### config.mk
export PLATFORM = sky130hd
export DESIGN_NAME = tt_um_ternary_mvm_stream_flat
export DESIGN_NICKNAME = d
export VERILOG_FILES = /design/src/rtl/tt_um_ternary_mvm_stream_if.sv /design/src/rtl/tt_um_ternary_mvm_stream.sv /design/src/flat_wrapper.sv
export SDC_FILE = /design/constraint.sdc
export NUM_CORES = 1
export LEC_CHECK = 0
export ABC_AREA = 0
export CORE_UTILIZATION = 56
export DETAILED_ROUTE_END_ITERATION = 7
export DONT_BUFFER_PORTS = 1
export GPL_TIMING_DRIVEN = 0
export MAX_ROUTING_LAYER = met4
export PLACE_DENSITY = 0.71
export SKIP_CTS_REPAIR_TIMING = 1
export SYNTH_ARGS = -nofsm -noshare
export SYNTH_HDL_FRONTEND = slang
export SYNTH_SLANG_ARGS = --single-unit
### constraint.sdc
create_clock -name clk -period 6.7 [get_ports clk]
set_input_delay 0.67 -clock clk [delete_from_list [all_inputs] [get_ports clk]]
set_output_delay 0.67 -clock clk [all_outputs]
set_load 0.05 [all_outputs]
### src/rtl/tt_um_ternary_mvm_stream_if.sv
// Streaming handshake bundle for the ternary MVM engine: activation beats in, result elements out.
// master = producer/consumer side, slave = engine side.
interface tt_um_ternary_mvm_stream_if #(
  parameter int BitWidth = 8,
  parameter int LanesIn  = 2,
  parameter int OutLen   = 8
);
  localparam int IdxW = (OutLen > 1) ? $clog2(OutLen) : 1;

  logic                        in_valid;
  logic                        in_ready;
  logic [LanesIn*BitWidth-1:0] vec_in;
  logic                        out_valid;
  logic                        out_ready;
  logic [BitWidth-1:0]         vec_out;
  logic [IdxW-1:0]             out_idx;

  modport master (
    output in_valid, vec_in, out_ready,
    input  in_ready, out_valid, vec_out, out_idx
  );

  modport slave (
    input  in_valid, vec_in, out_ready,
    output in_ready, out_valid, vec_out, out_idx
  );
endinterface

### src/rtl/tt_um_ternary_mvm_stream.sv
// Ternary-weight matrix-vector engine: LanesIn activations per beat into OutLen accumulators,
// then drains saturated (optionally ReLU'd) results one per beat; first result 1 clk after last beat.
module tt_um_ternary_mvm_stream #(
  parameter int InLen    = 16,
  parameter int OutLen   = 8,
  parameter int BitWidth = 8,
  parameter int LanesIn  = 2,
  parameter int AccWidth = 13
) (
  input  logic                        clk,
  input  logic                        rst_n,
  input  logic                        en,
  input  logic                        relu_en,
  input  logic [2*InLen*OutLen-1:0]   W,
  tt_um_ternary_mvm_stream_if.slave   strm,
  output logic                        busy,
  output logic                        overflow
);
  localparam int NBEATS = InLen / LanesIn;
  localparam int BCW    = (NBEATS > 1) ? $clog2(NBEATS) : 1;
  localparam int IdxW   = (OutLen > 1) ? $clog2(OutLen) : 1;

  localparam logic signed [AccWidth-1:0] SMAX =
    {{(AccWidth-BitWidth+1){1'b0}}, {(BitWidth-1){1'b1}}};
  localparam logic signed [AccWidth-1:0] SMIN =
    {{(AccWidth-BitWidth+1){1'b1}}, {(BitWidth-1){1'b0}}};

  typedef enum logic [1:0] {IDLE, ACCUM, DRAIN} state_t;

  state_t                      state_q, state_d;
  logic [BCW-1:0]              beat_q;
  logic [IdxW-1:0]             idx_q, idx_nx;
  logic                        relu_q, relu_eff;
  logic [BitWidth-1:0]         vout_q;
  logic                        clamp_q;
  logic signed [AccWidth-1:0]  acc_q    [OutLen];
  logic signed [AccWidth-1:0]  acc_next [OutLen];
  logic signed [AccWidth-1:0]  sel_acc;
  logic [BitWidth:0]           sel_sat;
  logic [BitWidth-1:0]         sel_res;
  logic                        accept, out_fire, last_beat, last_out;

  function automatic logic signed [AccWidth-1:0] term(
    input logic [BitWidth-1:0] x,
    input logic [1:0]          code
  );
    logic signed [AccWidth-1:0] xe;
    xe = {{(AccWidth-BitWidth){x[BitWidth-1]}}, x};
    case (code)
      2'b01:   return xe;
      2'b11:   return -xe;
      default: return '0;
    endcase
  endfunction

  // MSB of the result flags that clamping was needed
  function automatic logic [BitWidth:0] sat(input logic signed [AccWidth-1:0] a);
    if (a > SMAX)      return {1'b1, SMAX[BitWidth-1:0]};
    else if (a < SMIN) return {1'b1, SMIN[BitWidth-1:0]};
    else               return {1'b0, a[BitWidth-1:0]};
  endfunction

  assign accept    = strm.in_valid && strm.in_ready;
  assign out_fire  = strm.out_valid && strm.out_ready;
  assign last_beat = (beat_q == BCW'(NBEATS - 1));
  assign last_out  = (idx_q == IdxW'(OutLen - 1));
  assign idx_nx    = last_out ? '0 : idx_q + 1'b1;
  assign relu_eff  = (state_q == IDLE) ? relu_en : relu_q;

  // First beat overwrites the accumulators so no stale partial sum survives.
  always_comb begin
    for (int j = 0; j < OutLen; j++) begin
      acc_next[j] = (state_q == IDLE) ? '0 : acc_q[j];
      for (int l = 0; l < LanesIn; l++) begin
        acc_next[j] = acc_next[j] + term(
          strm.vec_in[l*BitWidth +: BitWidth],
          W[2*((int'(beat_q)*LanesIn + l)*OutLen + j) +: 2]);
      end
    end
  end

  // Next element to present: acc[0] as the drain starts, otherwise the following index.
  always_comb begin
    sel_acc = (state_q == DRAIN) ? acc_q[idx_nx] : acc_next[0];
    sel_sat = sat(sel_acc);
    sel_res = (relu_eff && sel_sat[BitWidth-1]) ? '0 : sel_sat[BitWidth-1:0];
  end

  always_comb begin
    state_d       = state_q;
    strm.in_ready = 1'b0;
    strm.out_valid = 1'b0;
    busy          = 1'b0;
    case (state_q)
      IDLE: begin
        strm.in_ready = en;
        if (accept) state_d = last_beat ? DRAIN : ACCUM;
      end
      ACCUM: begin
        strm.in_ready = en;
        busy          = 1'b1;
        if (accept && last_beat) state_d = DRAIN;
      end
      DRAIN: begin
        strm.out_valid = 1'b1;
        busy           = 1'b1;
        if (out_fire && last_out) state_d = IDLE;
      end
      default: state_d = IDLE;
    endcase
  end

  always_ff @(posedge clk or negedge rst_n) begin
    if (!rst_n) state_q <= IDLE;
    else        state_q <= state_d;
  end

  always_ff @(posedge clk or negedge rst_n) begin
    if (!rst_n) begin
      beat_q   <= '0;
      idx_q    <= '0;
      relu_q   <= 1'b0;
      vout_q   <= '0;
      clamp_q  <= 1'b0;
      overflow <= 1'b0;
      for (int j = 0; j < OutLen; j++) acc_q[j] <= '0;
    end else begin
      if (accept) begin
        for (int j = 0; j < OutLen; j++) acc_q[j] <= acc_next[j];
        beat_q <= last_beat ? '0 : beat_q + 1'b1;
        if (state_q == IDLE) begin
          relu_q   <= relu_en;
          overflow <= 1'b0;
        end
        if (last_beat) begin
          idx_q   <= '0;
          vout_q  <= sel_res;
          clamp_q <= sel_sat[BitWidth];
        end
      end
      if (out_fire) begin
        overflow <= overflow | clamp_q;
        idx_q    <= idx_nx;
        if (last_out) begin
          vout_q  <= '0;
          clamp_q <= 1'b0;
        end else begin
          vout_q  <= sel_res;
          clamp_q <= sel_sat[BitWidth];
        end
      end
    end
  end

  assign strm.vec_out = vout_q;
  assign strm.out_idx = idx_q;
endmodule

### src/flat_wrapper.sv
// flat-port wrapper written by rule: the top's interface ports become plain ports
module tt_um_ternary_mvm_stream_flat 
#(
  parameter int InLen    = 16,
  parameter int OutLen   = 8,
  parameter int BitWidth = 8,
  parameter int LanesIn  = 2,
  parameter int AccWidth = 13
)
  (clk, rst_n, en, relu_en, W, busy, overflow, strm_in_valid, strm_vec_in, strm_out_ready, strm_in_ready, strm_out_valid, strm_vec_out, strm_out_idx);
  tt_um_ternary_mvm_stream_if #(.BitWidth(BitWidth), .LanesIn(LanesIn), .OutLen(OutLen)) strm_i ();
  input  logic clk;
  input  logic rst_n;
  input  logic en;
  input  logic relu_en;
  input  logic [2*InLen*OutLen-1:0] W;
  output logic busy;
  output logic overflow;
  input wire logic [$bits(strm_i.in_valid)-1:0] strm_in_valid;
  input wire logic [$bits(strm_i.vec_in)-1:0] strm_vec_in;
  input wire logic [$bits(strm_i.out_ready)-1:0] strm_out_ready;
  output wire logic [$bits(strm_i.in_ready)-1:0] strm_in_ready;
  output wire logic [$bits(strm_i.out_valid)-1:0] strm_out_valid;
  output wire logic [$bits(strm_i.vec_out)-1:0] strm_vec_out;
  output wire logic [$bits(strm_i.out_idx)-1:0] strm_out_idx;
  assign strm_i.in_valid = strm_in_valid;
  assign strm_i.vec_in = strm_vec_in;
  assign strm_i.out_ready = strm_out_ready;
  assign strm_in_ready = strm_i.in_ready;
  assign strm_out_valid = strm_i.out_valid;
  assign strm_vec_out = strm_i.vec_out;
  assign strm_out_idx = strm_i.out_idx;
  tt_um_ternary_mvm_stream #(.InLen(InLen), .OutLen(OutLen), .BitWidth(BitWidth), .LanesIn(LanesIn), .AccWidth(AccWidth)) u_core (.clk(clk), .rst_n(rst_n), .en(en), .relu_en(relu_en), .W(W), .strm(strm_i), .busy(busy), .overflow(overflow));
endmodule
; Word-level counts from Yosys, hierarchy flattened
; Cells that the tools add are included.
; Widths: inputs -> output; s select.
[classes]
bitwise_logic = 2
n_addsub = 35
n_eq_ne = 39
shift = 16
n_reduce_logical = 14
magnitude_cmp = 3
mux = 56
[ops]
columns = operator, count
row1 = $shiftx 256x32->2, 14
row2 = $pmux 13 s2, 16
row3 = $shiftx 256x10->2, 1
row4 = $shiftx 256x9->2, 1
row5 = $add 13x13->13, 16
row6 = $mux 13, 11
row7 = $add 31x4->31 const B, 4
row8 = $add 31x3->31 const B, 2
row9 = $mux 8, 5
row10 = $bmux 13 s3, 1
row11 = $eq 2x1->1 const B, 17
row12 = $eq 2x2->1 const B, 17
row13 = $add 7x3->8 const B, 4
row14 = $neg 8->13, 2
row15 = $mux 9, 2
row16 = $add 7x2->8 const B, 2
row17 = $mux 3, 5
row18 = $gt 13x8->1 const B, 1
row19 = $lt 13x8->1 const B, 1
row20 = $mux 1, 11
row21 = $add 8x1->9 const B, 1
row22 = $add 7x1->8 const B, 1
row23 = $mux 2, 4
row24 = $add 3x1->3 const B, 2
row25 = other kinds (14), 24
[word_totals]
wordCells = 180
output_inout_bits = 15
register_bits = 123

; Longest topological paths before layout
; Gate-level depths: netlist (run 1).
[logic_depth]
word_depth = 15
depth_mapped = 22
depth_no_buf = 19

; Worst setup path before layout (run 1)
; OpenSTA, ideal clock, no wires.
[synth_timing]
path_type = input to register
startpoint = in strm_vec_in[9]
endpoint = reg u_core.vout_q[0], in the netlist u_core.strm.vec_out[0]
slack_ps = 1135
cell_stages = 19
t_required_ps = 6633
arrival_time_ps = 5498
n_path_buf = 2
path_cell_list = clkbuf_1 -> nor3_1 -> nor3b_1 -> nor3b_1 -> clkbuf_1 -> nor2_1 -> xor2_1 -> nand2_1 -> fa_1 -> inv_1 -> ha_1 -> a21oi_1 -> a21oi_1 -> nor3_1 -> o21ai_0 -> xnor3_1 -> a221o_1 -> nor3b_4 -> a221o_1
[synth_between]
elab_chain_cells = 12
elab_cells_between_ends = 14
classes_between = add/sub: 2 / order compare: 2 / mux: 9 / reduce/logical: 1
[synth_rtl]
columns = element, line
row1 = "start, declared", flat_wrapper.sv:20  ; input wire logic [$bits(strm_i.vec_in)-1:0] strm_vec_in;
row2 = $neg 8->13, tt_um_ternary_mvm_stream.sv:51  ; 2'b11: return -xe;
row3 = $pmux 13 s2 *, tt_um_ternary_mvm_stream.sv:49  ; case (code)
row4 = $add 13x13->13 *, tt_um_ternary_mvm_stream.sv:75  ; acc_next[j] = acc_next[j] + term(
row5 = $mux 13 *, tt_um_ternary_mvm_stream.sv:84  ; sel_acc = (state_q == DRAIN) ? acc_q[idx_nx] : acc_next[0];
row6 = $lt 13x8->1, tt_um_ternary_mvm_stream.sv:59  ; else if (a < SMIN) return {1'b1, SMIN[BitWidth-1:0]};
row7 = $mux 9, tt_um_ternary_mvm_stream.sv:59
row8 = $mux 9 *, tt_um_ternary_mvm_stream.sv:58  ; if (a > SMAX) return {1'b1, SMAX[BitWidth-1:0]};
row9 = $logic_and 1x1->1, tt_um_ternary_mvm_stream.sv:86  ; sel_res = (relu_eff && sel_sat[BitWidth-1]) ? '0 : sel_sat[BitWidth-1:0];
row10 = $mux 8 *, tt_um_ternary_mvm_stream.sv:86
row11 = $mux 8, tt_um_ternary_mvm_stream.sv:135  ; if (last_beat) begin
row12 = $mux 8, tt_um_ternary_mvm_stream.sv:128  ; if (accept) begin
row13 = $mux 8 *, tt_um_ternary_mvm_stream.sv:141  ; if (out_fire) begin
row14 = "end signal, assigned", tt_um_ternary_mvm_stream.sv:137  ; vout_q <= sel_res;
row15 = "end signal, assigned", tt_um_ternary_mvm_stream.sv:148  ; vout_q <= sel_res;
row16 = "end, declared", tt_um_ternary_mvm_stream.sv:34  ; logic [BitWidth-1:0] vout_q;
; Mark *: on every way between the ends. The rest lies on a longest branch, timed or not. The select of a mux whose other input is x is not followed.
; A chain may end at the register's enable or synchronous reset.

; Worst setup path in the final report (run 1)
[layout_timing]
startpoint = reg u_core.beat_q[0]
endpoint = reg u_core.acc_q[24] (netlist name)
[layout_between]
elab_chain_cells = 6
elab_cells_between_ends = 13
classes_between = add/sub: 5 / eq/ne: 4 / shift: 2 / mux: 2
[layout_rtl]
columns = element, line
row1 = "start, declared", tt_um_ternary_mvm_stream.sv:31  ; logic [BCW-1:0] beat_q;
row2 = "start signal, assigned", tt_um_ternary_mvm_stream.sv:130  ; beat_q <= last_beat ? '0 : beat_q + 1'b1;
row3 = $add 4x1->5 / $add 7x3->8 (equally long branches), tt_um_ternary_mvm_stream.sv:77  ; W[2*((int'(beat_q)*LanesIn + l)*OutLen + j) +: 2]);
row4 = $add 31x4->31 / $shiftx 256x32->2 (equally long branches), tt_um_ternary_mvm_stream.sv:77
row5 = $shiftx 256x32->2 (tied with other cells), tt_um_ternary_mvm_stream.sv:77
row6 = $eq 2x2->1 (tied with other cells), tt_um_ternary_mvm_stream.sv:49
row7 = $pmux 13 s2 / $add 13x13->13 (equally long branches), "tt_um_ternary_mvm_stream.sv:49, tt_um_ternary_mvm_stream.sv:75"
row8 = $add 13x13->13 *, tt_um_ternary_mvm_stream.sv:75
row9 = "end, declared", tt_um_ternary_mvm_stream.sv:36  ; logic signed [AccWidth-1:0] acc_q [OutLen];
; Mark *: on every way between the ends. The rest lies on a longest branch, timed or not.

==> metrics.md, run 1 <==
| Metric | Value |
|---|---|
| Crit-path max FO | 10 |
| Most common cell on crit path | o21ai_0 |
| Area growth syn-to-layout | 7.615% |
| Top post-synthesis cells by area | dfrtp_1 18%, fa_1 12%, mux4_2 11% |
| Layout cell share with drive strength beyond 1 | between 10 and 15% |
| Total congestion overflow | 0 |
| Seq/Total Area, Yosys | between 10% and 20% |
| Syn Nets | around 2500 |
| Routed Antenna Nets | 0 |
| Die X | between 150 and 200 um |
| GRT Max-Usage Layer | met2 |
| # IOs | around 300 |
| Max_cap viols | 0 |
| Post-Synth Adder-Cell Area | about a fifth |
| Ys flop type | dfrtp_1 |
| Critical path's largest stage delay | around 0.54 ns |
| Routed WL per cell | roughly 26 um |
| Worst reg2reg path depth | 22 |
| Initial antenna violation count | 18 |
| Setup Viol. Count Final | 0 |
| Final min period | between 6 and 7 ns |
| Path type of the worst min-delay path | in2async |
| Yosys warnings | 0 |
| Crit path max-delay family | buffers and inverters |
| Sequential cell area | between 3000 and 4000 sq um |
| Highest clock rate | ~150 MHz |
| Distinct cells, synth | 66 |
| Crit share post-route | ~97% |
| Slew @ Worst Pin | between 1 and 1.5 ns |
| Post-synthesis mux area share | 16.78% |
| # fillers | roughly 2700 |
| Clock Sinks | around 120 |
| Clock latency at the later pin of the worst-skew pair | roughly 0.46 ns |
| Post-synthesis xor/xnor area fraction | around 5% |
| First-pass GRT wire length | about 95 mm |
| Vias per std cell | about 6.4 |
| Longest Clk Path Bufs | 2 |
| Worst reg2reg startpoint | u_core.beat_q[0]$_DFFE_PN0P_ |
| Async set-or-reset flop fraction in the synthesized netlist | 100.0% |
| Row Count | 64 |
| Status | finished clean |
| # DRC | 0 |
| Pin count of the biggest net entering global routing | between 100 and 150 |
| CP max-delay cell | mux4_2 |
| EDFF count, synth | 0 |
| Vias in the first global route | ~16000 |
| Syn Inst Count | 2066 |
| Hold Fails Final Rpt | 0 |
| Critical path type | reg2reg |
| Non-filler instance count after layout | approximately 2500 |
| DIE AREA | around 32000 sq um |
| M2 GR Usage | between 60% and 70% |
| Setup crit start kind | register |
| Avg Cell Area, Syn | 8.454 sq um |
| CTS tree | done |
| Top cell type by total area after synthesis | dfrtp_1 |
| Final #Nets | about 2600 |
| Hpwl dp | roughly 53 mm |
| Setup ws final | 0.2199 ns |
| Final Slew Violations | 0 |
| Global-route usage over all layers | a little over two fifths |
| DP Worst Slack | -0.6751 ns |
| Worst EP arrival | just under 7 ns |
| Root buffer cell | clkbuf_16 |
| Clk slew on worst S/H paths | roughly 0.06 ns |
| R2R setup slack | 0.22 ns |
| Placed cell count | about 2500 |
| Largest family of logic cells by synthesized area | simple AND/OR/NAND/NOR gates |
| RD Place Congestion | approximately 1.0 |
| Initial core utilization | between 50 and 60% |
| Worst clock skew | 0.01219 ns |
| Multi-input logic area | roughly 13000 sq um |
| CORE AREA | 30670 sq um |
| Synthesized area | 17470 sq um |
| Met3 Track Usage GR | 9.761% |
| I/O Buffers | 0 |
| Buf+Inv Stages, Crit Path | 7 |
| Share of the synthesized area in the top cell type | between 15 and 20% |
| Synth Area in Compound Gates | between 10 and 15% |
| Reg-to-reg endpoint | u_core.acc_q[24]$_DFFE_PN0P_ |
| H-tree levels | 4 |
| Grt met1 use | 51.65% |
| CTS Buf Count | 17 |
| Die height | 178.6 um |
| Synth Area in Simple Gates | between 10% and 20% |
| Drt pass-1 iters | 6 |
| Slew margin rel. | 25.47% |
| CP Cell Sequence | buf_4 > buf_2 > clkbuf_4 > clkbuf_4 > mux4_2 > mux2i_1 > clkbuf_2 > or2_2 > fa_1 > inv_1 > ha_1 > inv_1 > fa_1 > nor2b_1 > o21ai_0 > a21boi_0 > o21ai_0 > a21oi_1 > o21ai_0 > a21boi_1 > or3_1 > nand3_1 |
| CP Capture Type | register |
| FF+latch count, synth | around 120 |
| Via count | 16130 |
| DRT iter0 DRCs | between 1500 and 2000 |
| Post-Route WL | 65.08 mm |
| CP Data Required Time | roughly 7.0 ns |
[area by class of cell]
cell class / count / share of cell area, %
Clock buffer: 18 / 2.283
Sequential cell: 123 / 16.37
Inverter: 226 / 4.513
Tap cell: 396 / 2.636
Timing Repair Buffer: 1 / 0.1464
Multi-Input combinational cell: 1588 / 70.01
Clock inverter: 14 / 1.045
Antenna cell: 14 / 0.1864
Buffer: 126 / 2.802
[metrics by stage]
step | instance area [sq um] | util [%] | setup TNS [ns] | hold WS (ns)
6_report | 18800 | 61.29 | 0 | 0.1932
5_1_grt | 18800 | 61.29 | -0.005965 | 0.2565
4_1_cts | 18590 | 60.61 | -3.211 | -0.1025
3_5_place_dp | 17960 | 58.57 | -6.575 | 0.3789
3_3_place_gp | 17960 | 58.57 | -5.600 | 0.3803
2_1_floorplan | 17470 | - | 0 | 0.3744
[worst register-to-register path, cell delays in order, from the launching register on]
cell and delay, ns:
dfrtp_1 0.52, buf_4 0.33, buf_2 0.37, clkbuf_4 0.35
clkbuf_4 0.32, mux4_2 0.54, mux2i_1 0.31, clkbuf_2 0.39
or2_2 0.21, fa_1 0.40, inv_1 0.06, ha_1 0.17
inv_1 0.07, fa_1 0.47, nor2b_1 0.14, o21ai_0 0.13
a21boi_0 0.40, o21ai_0 0.23, a21oi_1 0.25, o21ai_0 0.14
a21boi_1 0.33, or3_1 0.17, nand3_1 0.07
[how the worst max path moves through the flow]
stage | from | to | slack [ns] | cells after the start
detailed placement | strm_vec_in[9] | u_core.strm.vec_out[3]$_DFFE_PN0P_ | -0.68 | 19
floorplan | strm_vec_in[9] | u_core.strm.vec_out[0]$_DFFE_PN0P_ | 1.13 | 19
global placement | strm_vec_in[9] | u_core.strm.vec_out[2]$_DFFE_PN0P_ | -0.64 | 19
CTS | strm_vec_in[9] | u_core.strm.vec_out[3]$_DFFE_PN0P_ | -0.25 | 19
global route | u_core.beat_q[2]$_DFFE_PN0P_ | u_core.acc_q[37]$_DFFE_PN0P_ | -0.006 | 21
finish | u_core.beat_q[0]$_DFFE_PN0P_ | u_core.acc_q[24]$_DFFE_PN0P_ | 0.22 | 22
[sequential cells by signal (all words and copies together) (netlist names)]
name	cells
u_core.acc_q	104
u_core.strm.vec_out	8
u_core.beat_q	3
u_core.strm.out_idx	3
u_core.state_q	2
u_core.clamp_q	1
u_core.overflow	1
u_core.relu_q	1
[cells in the mapped netlist (9+ instances only)]
cell type and n:
ha_1 97, xor2_1 59, o21ai_0 160, a21o_1 82, fa_1 104, mux2i_1 84, or3_1 80, inv_1 224
nor3b_1 14, nand2b_1 24, nor2b_1 19, dfrtp_1 123, nand3_1 16, or2_2 64, mux2_2 14, o31ai_1 24
buf_2 12, xnor2_1 37, nor3_1 32, or2_1 15, a21oi_1 57, mux4_2 82, buf_1 11, clkbuf_1 104
o21ai_1 9, o41ai_1 9, a21boi_0 24, nand2_1 299, nor2_1 99
[placed cells by master, fill, tap and decap left out, types with 10 or more instances in the layout]
cell type	n
mux2i_1	69
a21o_1	82
nand3_1	16
or2_1	15
or3_1	80
clkbuf_16	17
dfrtp_1	123
fa_1	104
ha_1	97
xor2_1	59
diode_2	14
inv_1	224
a21boi_0	20
mux2_2	14
a21oi_1	57
xnor2_1	37
nor2_1	99
nor3_1	31
nand2b_1	24
clkbuf_2	13
mux2i_2	10
o21ai_0	160
clkbuf_1	90
or2_2	64
nor2b_1	19
mux4_2	82
nand2_1	299
o31ai_1	24
[cells by family after synthesis]
kind of cell    Yosys count
mux                     184
flops                   123
simple gates            692
fa+ha+maj               201
xor+xnor                 98
buf+inv                 355
compound gates          413
[layer usage]
metal	part of all wire [%]	wire length (um)
met1	38	25030
met3	9.6	6275
met4	5.4	3521
met5	0	0
met2	46	30250
Power of run 1 is not shown: default switching activity piles up to over one toggle a cycle in this logic, so the estimate is an artifact.
==> run 2: changes to the inputs <==
Settings changed: CTS_CLUSTER_SIZE set to 20, SKIP_CTS_REPAIR_TIMING 1 to unset.
==> run 2 against run 1 <==
  * Worst hold slack improved by 0.017 ns
  * Critical path depth decreased by 2
  * Maximum frequency decreased by 0.83%
  * First-iteration DRC count increased by 5.7%
  * Flip-flop and latch count unchanged
  * Critical path type unchanged
  * Sequential share of layout area unchanged
  * Final cell count about the same
  * Highest routed layer unchanged
  * Cell area unchanged
==> metrics.md, run 2 (synthesized netlist as in run 1, its figures left out) <==
| Metric | Value |
|---|---|
| Highest clock rate | 153.0 MHz (was 154.3 MHz) |
| Via count | 16140 (was 16130) |
| Worst EP arrival | 6.87 ns (was 6.80 ns) |
| Crit path max-delay family | buffers and inverters (unchanged) |
| Largest register by flop count | u_core.acc_q (unchanged) |
| DP Worst Slack | -0.6751 ns (unchanged) |
| Worst reg2reg startpoint | u_core.beat_q[2]$_DFFE_PN0P_ (was u_core.beat_q[0]$_DFFE_PN0P_) |
| Area growth syn-to-layout | 7.615% (unchanged) |
| Initial core utilization | 56.95% (unchanged) |
| Clock Sinks | 123 (unchanged) |
| CTS Buf Count | 17 (unchanged) |
| Post-Route WL | 65.18 mm (was 65.08 mm) |
| Setup crit start kind | register (unchanged) |
| Final Slew Violations | 0 (unchanged) |
| CP max-delay cell | buf_1 (was mux4_2) |
| Met3 WL | 6.906 mm (was 6.275 mm) |
| # DRC | 0 (unchanged) |
| RSZ-0062 raised after global routing | true |
| Crit-path max FO | 10 (unchanged) |
| Final min period | 6.534 ns (was 6.480 ns) |
| R2R setup slack | 0.17 ns (was 0.22 ns) |
| Clk slew on worst S/H paths | 0.07 ns (was 0.06 ns) |
| Die X | 178.6 um (unchanged) |
| Commonest non-fill, non-tap cell in the layout | nand2_1 (unchanged) |
| Metal2 WL | 30.11 mm (was 30.25 mm) |
| Hpwl dp | 52.99 mm (unchanged) |
| Global-route usage over all layers | 43.09% (was 43.02%) |
| Status | finished clean (unchanged) |
| Setup ws final | 0.1658 ns (was 0.2199 ns) |
| Initial antenna violation count | 15 (was 18) |
| Row Count | 64 (unchanged) |
| # fillers | 2661 (was 2668) |
| Max layer used | met4 (unchanged) |
| Drt pass-1 iters | 6 (unchanged) |
| Path type of the worst min-delay path | in2async (unchanged) |
| CORE AREA | 30670 sq um (unchanged) |
| Largest register FFs | 104 (unchanged) |
| Slew @ Worst Pin | 1.205 ns (was 1.118 ns) |
| Metal1 wirelength | 24.47 mm (was 25.03 mm) |
| Root buffer cell | clkbuf_16 (unchanged) |
| I/O Buffers | 0 (unchanged) |
| Longest Clk Path Bufs | 2 (unchanged) |
| Total congestion overflow | 0 (unchanged) |
| Crit share post-route | 97.53% (was 96.72%) |
| Routed WL per cell | 26.00 um (was 25.97 um) |
| Vias per std cell | 6.439 (was 6.435) |
| Setup Total Neg Slack | 0 ns (unchanged) |
| RD Place Congestion | 1.038 (unchanged) |
| Layout cell share with drive strength beyond 1 | 12.01% (was 12.12%) |
| H-tree levels | 4 (unchanged) |
| Hold Fails Final Rpt | 0 (unchanged) |
| Slew margin rel. | 19.64% (was 25.47%) |
| Buf+Inv Stages, Crit Path | 6 (was 7) |
| First-pass GRT wire length | 95.31 mm (was 95.18 mm) |
| # IOs | 293 (unchanged) |
| Setup Viol. Count Final | 0 (unchanged) |
| Clock latency at the later pin of the worst-skew pair | 0.45 ns (was 0.46 ns) |
| CTS tree | done (unchanged) |
| Max_cap viols | 0 (unchanged) |
| Worst reg2reg path depth | 20 (was 22) |
| Critical path type | reg2reg (unchanged) |
| Die height | 178.6 um (unchanged) |
| CP Cell Sequence | buf_2 > buf_1 > buf_1 > mux2i_1 > clkbuf_1 > or2_2 > fa_1 > inv_1 > ha_1 > inv_1 > fa_1 > nor2b_1 > o21ai_0 > a21boi_0 > o21ai_0 > a21boi_0 > o21ai_0 > a21boi_0 > or3_1 > nand3_1 (was buf_4 > buf_2 > clkbuf_4 > clkbuf_4 > mux4_2 > mux2i_1 > clkbuf_2 > or2_2 > fa_1 > inv_1 > ha_1 > inv_1 > fa_1 > nor2b_1 > o21ai_0 > a21boi_0 > o21ai_0 > a21oi_1 > o21ai_0 > a21boi_1 > or3_1 > nand3_1) |
| Pin count of the biggest net entering global routing | 124 (unchanged) |
| Reg-to-reg endpoint | u_core.acc_q[89]$_DFFE_PN0P_ (was u_core.acc_q[24]$_DFFE_PN0P_) |
| CP Data Required Time | 7.03 ns (was 7.02 ns) |
| DRT iter0 DRCs | 1724 (was 1631) |
| CP Capture Type | register (unchanged) |
| Most frequent cells in the layout | 299 x nand2_1, 224 x inv_1, 160 x o21ai_0, 123 x dfrtp_1, 104 x fa_1 (unchanged) |
| Routed Antenna Nets | 0 (unchanged) |
| Vias in the first global route | 15710 (was 15730) |
| Critical path's largest stage delay | 0.96 ns (was 0.54 ns) |
| Worst clock skew | 0.01399 ns (was 0.01219 ns) |
| DIE AREA | 31900 sq um (unchanged) |
| Final #Nets | 2565 (was 2562) |
run 2: stage by stage:
stage | instance area, sq um | cells | hold slack (ns) | util (%)
2_1_floorplan | 17470 | 2066 | 0.3744 | -
3_3_place_gp | 17960 | 2462 | 0.3803 | 58.57
3_5_place_dp | 17960 | 2462 | 0.3789 | 58.57
4_1_cts | 18660 | 2495 | 0.2401 | 60.84
5_1_grt | 18800 | 2507 | 0.2517 | 61.29
6_report | 18800 | 2507 | 0.2104 | 61.29
run 2: metal layers:
| layer | global-route usage [%] | up-vias |
|---|---|---|
| met2 | 66.81 | 952 |
| met1 | 51.93 | 7896 |
| li1 | - | 7112 |
| met5 | - | - |
| met4 | 23.94 | 0 |
| met3 | 9.697 | 182 |
run 2: repair_timing:
action                                 in CTS  in global routing
endpoints found under the hold margin     123                  0
buffers inserted                            0                  2
pin swaps                                   0                  0
hold buffers                                1                  0
resized for setup                          15                 38
setup endpoints to repair                  20                 22
run 2: final cells by class:
cell class / count / area [sq um] / share of cell area (%)
Timing Repair Buffer: 3 / 42.54 / 0.2263
Clock inverter: 14 / 196.4 / 1.045
Inverter: 226 / 848.3 / 4.513
Tap cell: 396 / 495.5 / 2.636
Sequential cell: 123 / 3078 / 16.37
Multi-Input combinational cell: 1588 / 13140 / 69.90
Clock buffer: 18 / 429.2 / 2.283
Antenna cell: 12 / 30.03 / 0.1598
Buffer: 127 / 538.0 / 2.862
run 2: worst max-delay path by stage:
| stage | depth (start not counted) | start | end |
|---|---|---|---|
| global placement | 19 | strm_vec_in[9] | u_core.strm.vec_out[2]$_DFFE_PN0P_ |
| finish | 20 | u_core.beat_q[2]$_DFFE_PN0P_ | u_core.acc_q[89]$_DFFE_PN0P_ |
| detailed placement | 19 | strm_vec_in[9] | u_core.strm.vec_out[3]$_DFFE_PN0P_ |
| CTS | 22 | u_core.beat_q[0]$_DFFE_PN0P_ | u_core.acc_q[76]$_DFFE_PN0P_ |
| floorplan | 19 | strm_vec_in[9] | u_core.strm.vec_out[0]$_DFFE_PN0P_ |
| global route | 22 | u_core.beat_q[0]$_DFFE_PN0P_ | u_core.acc_q[50]$_DFFE_PN0P_ |
Power of run 2 is left out for the same reason.
==> run 3: changes to the inputs <==
Settings changed: MAX_ROUTING_LAYER met4 to unset.
==> run 3 against run 2 <==
  * Wire length shrank 0.37%
  * Utilization grew 0.16 points
  * Cell area grew 0.26%
  * Count of clock-buffer cells in the layout is the same
  * Clock skew is essentially flat
  * Critical path depth is the same
  * Worst hold slack lost 0.040 ns
  * Non-clock buffer count shrank 1
  * Final cell count grew 0.12%
  * Largest cell class unchanged
==> metrics.md, run 3 (synthesized netlist as in run 1, its figures left out) <==
| Metric | Value |
|---|---|
| Initial core utilization | 56.95% (unchanged) |
| DRT iter0 DRCs | 1737 (was 1724) |
| Slew @ Worst Pin | 1.152 ns (was 1.205 ns) |
| Total congestion overflow | 0 (unchanged) |
| Largest register FFs | 104 (unchanged) |
| Critical path type | reg2reg (unchanged) |
| Status | finished clean (unchanged) |
| Min Hold Slack | 0.1706 ns (was 0.2104 ns) |
| RD Place Congestion | 1.023 (was 1.038) |
| Crit share post-route | 98.22% (was 97.53%) |
| Setup crit end | u_core.strm.vec_out[6]$_DFFE_PN0P_ (was u_core.acc_q[89]$_DFFE_PN0P_) |
| Met3 WL | 6.762 mm (was 6.906 mm) |
| Die height | 178.6 um (unchanged) |
| CTS tree | done (unchanged) |
| Root buffer cell | clkbuf_16 (unchanged) |
| Final instance area | 18850 sq um (was 18800 sq um) |
| Vias per std cell | 6.465 (was 6.439) |
| Setup crit start kind | register (unchanged) |
| Most frequent cells in the layout | 299 x nand2_1, 224 x inv_1, 160 x o21ai_0, 123 x dfrtp_1, 104 x fa_1 (unchanged) |
| # IOs | 293 (unchanged) |
| Reg-to-reg endpoint | u_core.strm.vec_out[6]$_DFFE_PN0P_ (was u_core.acc_q[89]$_DFFE_PN0P_) |
| I/O Buffers | 0 (unchanged) |
| Crit-path max FO | 15 (was 10) |
| CP startpoint | u_core.state_q[0]$_DFFE_PN0P_ (was u_core.beat_q[2]$_DFFE_PN0P_) |
| Setup Viol. Count Final | 0 (unchanged) |
| Sequential cell area | 3078 sq um (unchanged) |
| Routed WL per cell | 25.87 um (was 26.00 um) |
| Final Slew Violations | 0 (unchanged) |
| # DRC | 0 (unchanged) |
| Worst EP arrival | 6.97 ns (was 6.87 ns) |
| Clk slew on worst S/H paths | 0.06 ns (was 0.07 ns) |
| Post-Route WL | 64.94 mm (was 65.18 mm) |
| CP Capture Type | register (unchanged) |
| Global-route usage over all layers | 41.92% (was 43.09%) |
| First-pass GRT wire length | 95.25 mm (was 95.31 mm) |
| Clock latency at the later pin of the worst-skew pair | 0.47 ns (was 0.45 ns) |
| Hpwl dp | 52.67 mm (was 52.99 mm) |
| Pin count of the biggest net entering global routing | 124 (unchanged) |
| CP Data Required Time | 7.09 ns (was 7.03 ns) |
| Final #Nets | 2564 (was 2565) |
| Worst reg2reg path depth | 20 (unchanged) |
| Commonest non-fill, non-tap cell in the layout | nand2_1 (unchanged) |
| Drt pass-1 iters | 6 (unchanged) |
| Metal2 WL | 30.77 mm (was 30.11 mm) |
| Non-filler instance count after layout | 2510 (was 2507) |
| Hold Fails Final Rpt | 0 (unchanged) |
| Metal1 wirelength | 24.60 mm (was 24.47 mm) |
| Routed Antenna Nets | 0 (unchanged) |
| # fillers | 2720 (was 2661) |
| Post-Place Cell Area | 17960 sq um (unchanged) |
| R2R setup slack | 0.12 ns (was 0.17 ns) |
| Max_cap viols | 0 (unchanged) |
| CORE AREA | 30670 sq um (unchanged) |
| DIE AREA | 31900 sq um (unchanged) |
| Layout cell share with drive strength beyond 1 | 11.96% (was 12.01%) |
| Worst reg2reg startpoint | u_core.state_q[0]$_DFFE_PN0P_ (was u_core.beat_q[2]$_DFFE_PN0P_) |
| Longest Clk Path Bufs | 2 (unchanged) |
| Final min period | 6.581 ns (was 6.534 ns) |
| Worst clock skew | 0.01350 ns (was 0.01399 ns) |
| Vias in the first global route | 15880 (was 15710) |
| Initial antenna violation count | 18 (was 15) |
| Max layer used | met5 (was met4) |
| Slew margin rel. | 23.20% (was 19.64%) |
| Area growth syn-to-layout | 7.894% (was 7.615%) |
| Multi-input logic area | 13160 sq um (was 13140 sq um) |
| Via count | 16230 (was 16140) |
| Util after Layout | 61.45% (was 61.29%) |
| Largest register by flop count | u_core.acc_q (unchanged) |
| Die X | 178.6 um (unchanged) |
| CTS Buf Count | 17 (unchanged) |
| Clock Sinks | 123 (unchanged) |
| H-tree levels | 4 (unchanged) |
| Row Count | 64 (unchanged) |
| Placed cell count | 2462 (unchanged) |
| Path type of the worst min-delay path | in2async (unchanged) |
| Highest clock rate | 152.0 MHz (was 153.0 MHz) |
| RSZ-0062 raised after global routing | true (unchanged) |
==> run 3: worst min path at each step <==
stage,startpoint,end,slack (ns)
floorplan,rst_n,u_core.acc_q[0]$_DFFE_PN0P_,0.37
global placement,rst_n,u_core.acc_q[91]$_DFFE_PN0P_,0.38
detailed placement,rst_n,u_core.acc_q[65]$_DFFE_PN0P_,0.38
CTS,rst_n,u_core.acc_q[81]$_DFFE_PN0P_,0.23
global route,rst_n,u_core.acc_q[91]$_DFFE_PN0P_,0.25
finish,rst_n,u_core.acc_q[91]$_DFFE_PN0P_,0.17
==> run 3: metrics by stage <==
step	setup slack (ns)	setup TNS (ns)
6_report	0.1194	0
5_1_grt	-0.04413	-0.2615
4_1_cts	0.02996	0
3_5_place_dp	-0.6705	-6.681
3_3_place_gp	-0.5159	-4.672
2_1_floorplan	1.135	0
==> run 3: worst max-delay path: stages, from the launching register on <==
cell	delay, ns
dfrtp_1	0.40
inv_1	0.11
ha_1	0.39
buf_1	0.83
inv_1	0.63
clkbuf_1	0.44
nand2_1	0.21
fa_1	0.42
inv_1	0.07
ha_1	0.17
inv_1	0.06
fa_1	0.40
nand2b_1	0.19
a21oi_1	0.22
o211a_1	0.23
o22a_1	0.16
xnor2_1	0.11
mux2_2	0.30
or4_1	0.55
a21oi_2	0.39
a221o_1	0.21
==> run 3: area by class of cell <==
| type | count | area share (%) |
|---|---|---|
| sequential | 123 | 16.33 |
| buffer | 125 | 2.788 |
| timing repair buffer | 4 | 0.3320 |
| antenna | 16 | 0.2125 |
| clock inverter | 14 | 1.036 |
| inverter | 226 | 4.501 |
| tap | 396 | 2.629 |
| clock buffer | 18 | 2.330 |
| multi-input combinational | 1588 | 69.84 |
==> run 3: repair_timing <==
item | 4_1_cts | 5_1_grt
buffers inserted | 0 | 3
endpoints found under the hold margin | 123 | 0
hold buffers | 1 | 0
setup endpoints to repair | 19 | 26
gates resized for setup | 17 | 32
==> run 3: routing by layer <==
| metal | track usage [%] | vias up |
|---|---|---|
| met5 | 0 | - |
| met4 | 20.27 | 6 |
| met3 | 10.98 | 154 |
| met2 | 68.77 | 967 |
| met1 | 51.10 | 7988 |
| li1 | - | 7113 |
Power of run 3 is left out for the same reason.
